==> src/rtl/sseg_scan_driver.sv <==
// sseg_scan_driver: 8-digit common-anode seven-segment scanner.
// Walks digits with a blanking guard; frame-aligned, tear-free value updates.
module sseg_scan_driver #(
  parameter int N_DIGITS     = 8,
  parameter int REFRESH_DIV  = 100000,
  parameter int GUARD_CYCLES = 100,
  parameter int LZ_SUPPRESS  = 0
) (
  input  logic                    clk,
  input  logic                    reset_n,
  input  logic [4*N_DIGITS-1:0]   value,
  input  logic                    update,
  input  logic [N_DIGITS-1:0]     digit_en,
  input  logic [N_DIGITS-1:0]     dp_in,
  output logic [3:0]              bcd_out,
  output logic [N_DIGITS-1:0]     anodes_n,
  output logic                    dp_n,
  output logic [2:0]              digit_idx
);

  localparam int CNT_MAX =
    (REFRESH_DIV > GUARD_CYCLES) ? REFRESH_DIV : GUARD_CYCLES;
  localparam int PW = (CNT_MAX > 2) ? $clog2(CNT_MAX) : 1;
  localparam int IW = $clog2(N_DIGITS);

  typedef enum logic {
    SHOW,
    GUARD
  } state_t;

  state_t                  state;
  logic [PW-1:0]           presc;
  logic [IW-1:0]           idx;
  logic [4*N_DIGITS-1:0]   shadow;
  logic [4*N_DIGITS-1:0]   disp;
  logic                    pending;

  logic [N_DIGITS-1:0]     upper_zero;
  logic [N_DIGITS-1:0]     suppress;
  logic                    lit;
  logic                    last_digit;
  logic [N_DIGITS-1:0]     an_next;
  logic [3:0]              nib;

  // Digit i is blank-eligible when it and every higher nibble are zero.
  always_comb begin
    upper_zero = '0;
    suppress   = '0;
    for (int i = 0; i < N_DIGITS; i++) begin
      upper_zero[i] = ((disp >> (4 * i)) == '0);
      if (LZ_SUPPRESS != 0 && i > 0) begin
        suppress[i] = upper_zero[i];
      end
    end
  end

  // Next output values from current state, index and live enables.
  always_comb begin
    last_digit = (idx == IW'(N_DIGITS - 1));
    nib        = disp[4*idx +: 4];
    lit        = (state == SHOW) && digit_en[idx] && !suppress[idx];
    an_next    = '1;
    if (lit) begin
      an_next[idx] = 1'b0;
    end
  end

  // Scan FSM, frame-aligned display load and registered outputs.
  always_ff @(posedge clk) begin
    if (!reset_n) begin
      state     <= SHOW;
      presc     <= '0;
      idx       <= '0;
      shadow    <= '0;
      disp      <= '0;
      pending   <= 1'b0;
      anodes_n  <= '1;
      bcd_out   <= 4'h0;
      dp_n      <= 1'b1;
      digit_idx <= 3'd0;
    end else begin
      if (update) begin
        shadow  <= value;
        pending <= 1'b1;
      end
      unique case (state)
        SHOW: begin
          if (presc == PW'(REFRESH_DIV - 1)) begin
            state <= GUARD;
            presc <= '0;
          end else begin
            presc <= presc + PW'(1);
          end
        end
        GUARD: begin
          if (presc == PW'(GUARD_CYCLES - 1)) begin
            state <= SHOW;
            presc <= '0;
            if (last_digit) begin
              idx     <= '0;
              pending <= 1'b0;
              if (update) begin
                disp <= value;
              end else if (pending) begin
                disp <= shadow;
              end
            end else begin
              idx <= idx + IW'(1);
            end
          end else begin
            presc <= presc + PW'(1);
          end
        end
      endcase
      anodes_n  <= an_next;
      bcd_out   <= nib;
      dp_n      <= ~(dp_in[idx] & lit);
      digit_idx <= 3'(idx);
    end
  end

endmodule

==> config.mk <==
export PLATFORM = sky130hd
export DESIGN_NAME = sseg_scan_driver
export DESIGN_NICKNAME = d
export VERILOG_FILES = /design/src/rtl/sseg_scan_driver.sv
export SDC_FILE = /design/constraint.sdc
export NUM_CORES = 1
export LEC_CHECK = 0
export BUFFER_PORTS_ARGS = -buffer_cell sky130_fd_sc_hd__buf_2
export CELL_PAD_IN_SITES_DETAIL_PLACEMENT = 0
export CELL_PAD_IN_SITES_GLOBAL_PLACEMENT = 1
export CORE_UTILIZATION = 30
export DETAILED_ROUTE_END_ITERATION = 12
export HOLD_SLACK_MARGIN = 0.06
export PLACE_DENSITY = 0.59
export SETUP_SLACK_MARGIN = 0.1
export SLEW_MARGIN = 20
export SYNTH_ARGS = -nofsm -noshare
export SYNTH_HDL_FRONTEND = slang
export SYNTH_SLANG_ARGS = --single-unit
==> constraint.sdc <==
create_clock -name clk -period 2.1 [get_ports clk]
set_input_delay 0.105 -clock clk [delete_from_list [all_inputs] [get_ports clk]]
set_output_delay 0.105 -clock clk [all_outputs]
set_load 0.1 [all_outputs]
==> impl_metrics.xml <==
<?xml version="1.0" encoding="UTF-8"?>
<metrics>
  <group name="synthesis">
    <metric name="syn-num-nets" unit="">456</metric>
    <metric name="synth_cell_types" unit="">45</metric>
    <metric name="synth_adder_area_share" unit="%">0.875</metric>
    <metric name="ys_seq_area_share" unit="%">47.6</metric>
    <metric name="synth-xor-area-share" unit="%">2.45</metric>
    <metric name="ys_top_cells_by_area" unit="">sky130_fd_sc_hd__dfxtp_1 (48%), sky130_fd_sc_hd__mux2i_1 (11%), sky130_fd_sc_hd__mux2_2 (8.7%)</metric>
    <metric name="post_synth_instance_area" unit="µm²">4290</metric>
    <metric name="synthDominantAreaCellType" unit="">sky130_fd_sc_hd__dfxtp_1</metric>
    <metric name="synthSimpleGateAreaFrac" unit="%">18.7</metric>
    <metric name="yosys_warnings" unit="">0</metric>
    <metric name="synth-async-reset-ratio" unit="%">0</metric>
    <metric name="ys_dominant_reg_cell" unit="">sky130_fd_sc_hd__dfxtp_1</metric>
    <metric name="synth.top_cell.area_share" unit="%">47.6</metric>
    <metric name="synthesis.area_per_instance" unit="µm²">10.7</metric>
    <metric name="postSynthRegisterBits" unit="">102</metric>
    <metric name="synth_compound_gate_area_share" unit="%">3.24</metric>
    <metric name="synth_top_family_by_area" unit="">multiplexers</metric>
    <metric name="number_of_instances_in_the_synthesized_netlist" unit="">402</metric>
    <metric name="synth_mux_area_share" unit="%">23.6</metric>
    <metric name="synth-edff-count" unit="">0</metric>
  </group>
  <group name="critical_path">
    <metric name="crit_fanout" unit="">8</metric>
    <metric name="timing.critical_path.required" unit="ns">2.32</metric>
    <metric name="critical_path.n_buffers_inverters" unit="">2</metric>
    <metric name="timing.critical_path.slowest_stage_cell" unit="">sky130_fd_sc_hd__nor4_4</metric>
    <metric name="worstPathCellList" unit="">nor4_4 &gt; nand4bb_4 &gt; nor3_4 &gt; buf_12 &gt; clkbuf_16 &gt; mux2_2</metric>
    <metric name="critPathArrivalTime" unit="ns">2.19</metric>
    <metric name="critical_path.startpoint_type" unit="">flip-flop</metric>
    <metric name="r2r_setup_slack" unit="ns">0.13</metric>
    <metric name="critical_path.max_stage_delay" unit="ns">0.40</metric>
    <metric name="timing.setup.critical_path_class" unit="">flip-flop to flip-flop</metric>
    <metric name="cpLargestDelayFamily" unit="">simple AND/OR/NAND/NOR gates</metric>
    <metric name="crit_path_capture_type" unit="">flip-flop</metric>
    <metric name="crit_cells" unit="">6</metric>
    <metric name="ff2ff_path_depth" unit="">6</metric>
  </group>
  <group name="global_routing">
    <metric name="vias_in_the_first_global_route" unit="">3059</metric>
    <metric name="grt_max_degree" unit="">34</metric>
    <metric name="grtUsageTotal" unit="%">13.4</metric>
    <metric name="globalRouteOverflowTotal" unit="">0</metric>
    <metric name="antenna_found_initial" unit="">0</metric>
    <metric name="grt_pass1_wl" unit="µm">15300</metric>
  </group>
  <group name="clocking">
    <metric name="cts_inserted_buffers" unit="">9</metric>
    <metric name="numClockSinks" unit="">102</metric>
    <metric name="tritoncts_clock_tree" unit="">built</metric>
    <metric name="h-tree-depth" unit="">3</metric>
    <metric name="clock_slew_seen_by_the_registers_of_the_worst_setup_and_hold_paths" unit="ns">0.07</metric>
    <metric name="clockBufferDepth" unit="">2</metric>
    <metric name="root_buffer" unit="">sky130_fd_sc_hd__clkbuf_16</metric>
    <metric name="clkLatencyLatePin" unit="ns">0.34</metric>
  </group>
  <group name="sta">
    <metric name="finalCritPeriodShare" unit="%">93.6</metric>
    <metric name="fin_crit" unit="ns">1.97</metric>
    <metric name="unrepaired_setup_endpoints_after_global_routing" unit="">false</metric>
    <metric name="fin_skew" unit="ns">0.0100</metric>
    <metric name="finalHoldViolCount" unit="">0</metric>
    <metric name="max_clock_freq" unit="GHz">0.509</metric>
    <metric name="max-slew-margin-rel" unit="%">61.0</metric>
    <metric name="tightest_slew" unit="ns">0.577</metric>
    <metric name="timing.final.max_slew_violations" unit="">0</metric>
    <metric name="fin_setup_tns" unit="ns">0</metric>
    <metric name="setup_violations" unit="">0</metric>
  </group>
  <group name="detailed_routing">
    <metric name="drt.antenna.violating_nets" unit="">0</metric>
    <metric name="routed_wirelength" unit="µm">9620</metric>
    <metric name="drt_iter0_markers" unit="">162</metric>
    <metric name="remaining_drc_errors" unit="">0</metric>
    <metric name="avgRoutedWirePerCell" unit="µm">14.5</metric>
    <metric name="vias_per_cell" unit="">4.66</metric>
    <metric name="detail_route.first_pass.iterations" unit="">4</metric>
    <metric name="dr_total_vias" unit="">3102</metric>
  </group>
  <group name="floorplan">
    <metric name="die-height" unit="µm">122</metric>
    <metric name="floorplan.core_area" unit="µm²">13900</metric>
    <metric name="die_w" unit="µm">122</metric>
    <metric name="floorplan.rows" unit="">43</metric>
    <metric name="dieArea" unit="µm²">14800</metric>
    <metric name="initial_utilization" unit="%">30.8</metric>
    <metric name="boundaryPins" unit="">67</metric>
  </group>
  <group name="power_and_ir_drop">
    <metric name="ir_drop" unit="µV">377</metric>
    <metric name="total_leakage_power" unit="nW">2.24</metric>
    <metric name="p_total" unit="mW">4.22</metric>
    <metric name="pwr_density_cell" unit="nW/µm²">782</metric>
  </group>
  <group name="min_path">
    <metric name="worstHoldPathCells" unit="">3</metric>
    <metric name="timing.hold.worst.class" unit="">primary input to flip-flop</metric>
  </group>
  <group name="placement">
    <metric name="final_weighted_congestion_in_routability_driven_placement" unit="">0.767</metric>
    <metric name="dp_hpwl" unit="µm">6510</metric>
    <metric name="port_buf_inserts" unit="">66</metric>
  </group>
  <group name="cells_and_area">
    <metric name="drive_gt1_share" unit="%">31.8</metric>
    <metric name="area.growth.synth_to_final" unit="%">25.9</metric>
    <metric name="n_antenna_cell" unit="">0</metric>
    <metric name="fin_nets" unit="">534</metric>
  </group>
  <group name="flow_run">
    <metric name="drv_cap" unit="">0</metric>
  </group>
  <group name="status">
    <metric name="outcome" unit="">finished clean</metric>
  </group>
</metrics>
-- logic make-up (layout without fill, tap and decap cells) --
logic type               Yosys count  count (layout)
XOR/XNOR                          12              12
adder cells (fa/ha/maj)            3               3
flip-flops                       102             102
AND/OR/NAND/NOR                  145             145
AO/OA/AOI/OAI                     23              23
multiplexers                      87              87
buffers and inverters             30             113
-- sequential cells by signal, summed over array words and instances, names as in the netlist --
| signal | flops |
|---|---|
| disp | 32 |
| shadow | 32 |
| presc | 17 |
| anodes_n | 8 |
| bcd_out | 4 |
| digit_idx | 3 |
| idx | 3 |
| dp_n | 1 |
| pending | 1 |
| state | 1 |
-- per-stage QoR --
step	setup slack [ns]	area [µm²]	instances	utilization (%)	hold WS, ns
floorplan	0.256	4290	402	-	0.281
CTS	0.105	5280	660	37.9	0.0612
global placement	0.129	4870	640	34.9	0.398
detailed placement	0.0783	4870	640	34.9	0.394
finish	0.134	5400	665	38.7	0.0596
global route	0.101	5400	665	38.7	0.0703
-- tightest hold or removal path: cells and delay by family --
| family | cells | cell delay (ns) |
|---|---|---|
| AND/OR/NAND/NOR | 1 | 0.11 |
| buffers and inverters | 1 | 0.08 |
| multiplexers | 1 | 0.06 |
-- placed cells by master (no fill, tap or decap), types with 5 or more instances in the layout --
cell | synthesis | layout
sky130_fd_sc_hd__a21oi_1 | 7 | 7
sky130_fd_sc_hd__and2_1 | 35 | 35
sky130_fd_sc_hd__buf_2 | 7 | 66
sky130_fd_sc_hd__buf_4 | 1 | 17
sky130_fd_sc_hd__clkbuf_16 | 0 | 11
sky130_fd_sc_hd__dfxtp_1 | 102 | 100
sky130_fd_sc_hd__mux2_2 | 33 | 33
sky130_fd_sc_hd__mux2i_1 | 45 | 45
sky130_fd_sc_hd__mux4_2 | 8 | 8
sky130_fd_sc_hd__nand2_1 | 13 | 13
sky130_fd_sc_hd__nand3_1 | 8 | 7
sky130_fd_sc_hd__nand4_1 | 7 | 7
sky130_fd_sc_hd__nor2_1 | 41 | 41
sky130_fd_sc_hd__nor3_1 | 17 | 17
sky130_fd_sc_hd__o21ai_0 | 6 | 6
sky130_fd_sc_hd__xnor2_1 | 7 | 7
sky130_fd_sc_hd__xor2_1 | 5 | 5
-- power by group --
group,internal (mW),total (mW),switching [mW]
Combinational,0.0999,0.222,0.122
Sequential,1.98,1.99,0.0150
Clock,1.29,2.01,0.720
Total,3.36,4.22,0.857
-- cell type report --
cell class,instances,area (µm²)
Tap cell,180,225
Clock inverter,6,134
Timing Repair Buffer,93,619
Inverter,4,15.0
Fill cell,1363,8540
Multi-Input combinational cell,270,2130
Sequential cell,102,2040
Clock buffer,10,229
-- worst paths after layout --
path | start | endpoint
worst max register to register | presc[11] | disp[0]
worst min-delay path | value[22] | shadow[22]
worst max-delay path | presc[11] | disp[0]
worst min register to register | presc[0] | presc[0]
-- repair_timing --
action                                  in CTS  in global routing
gates resized for setup                      1                  6
hold endpoints to repair                     4                  0
gates cloned                                 0                  3
setup buffers                                0                  2
hold buffers                                 4                  0
pin swaps                                    0                  1
endpoints found under the setup margin      32                 33
-- cells in the mapped netlist, types with 2 or more instances --
cell type                    n
sky130_fd_sc_hd__inv_1       4
sky130_fd_sc_hd__nor2_1     41
sky130_fd_sc_hd__ha_1        3
sky130_fd_sc_hd__mux4_2      8
sky130_fd_sc_hd__nor2b_1     2
sky130_fd_sc_hd__nor4_1      3
sky130_fd_sc_hd__o21ai_0     6
sky130_fd_sc_hd__nor3_1     17
sky130_fd_sc_hd__buf_2       7
sky130_fd_sc_hd__dfxtp_1   102
sky130_fd_sc_hd__clkbuf_1   14
sky130_fd_sc_hd__nand3_1     8
sky130_fd_sc_hd__and2_1     35
sky130_fd_sc_hd__and4_1      3
sky130_fd_sc_hd__xor2_1      5
sky130_fd_sc_hd__nand4_1     7
sky130_fd_sc_hd__nor3b_1     2
sky130_fd_sc_hd__buf_6       3
sky130_fd_sc_hd__a21oi_1     7
sky130_fd_sc_hd__a211oi_1    3
sky130_fd_sc_hd__mux2i_1    45
sky130_fd_sc_hd__nand2_1    13
sky130_fd_sc_hd__or4_1       2
sky130_fd_sc_hd__xnor2_1     7
sky130_fd_sc_hd__mux2_2     33
sky130_fd_sc_hd__and3_1      3
-- routing by layer --
layer	GRT usage, %	part of all wire [%]	vias up
met4	4.40	1.1	0
met1	17.8	49	1469
met3	2.81	3.5	10
met2	21.5	46	56
li1	-	-	1567
met5	0	0	-
(Power assumes the default switching activity.)
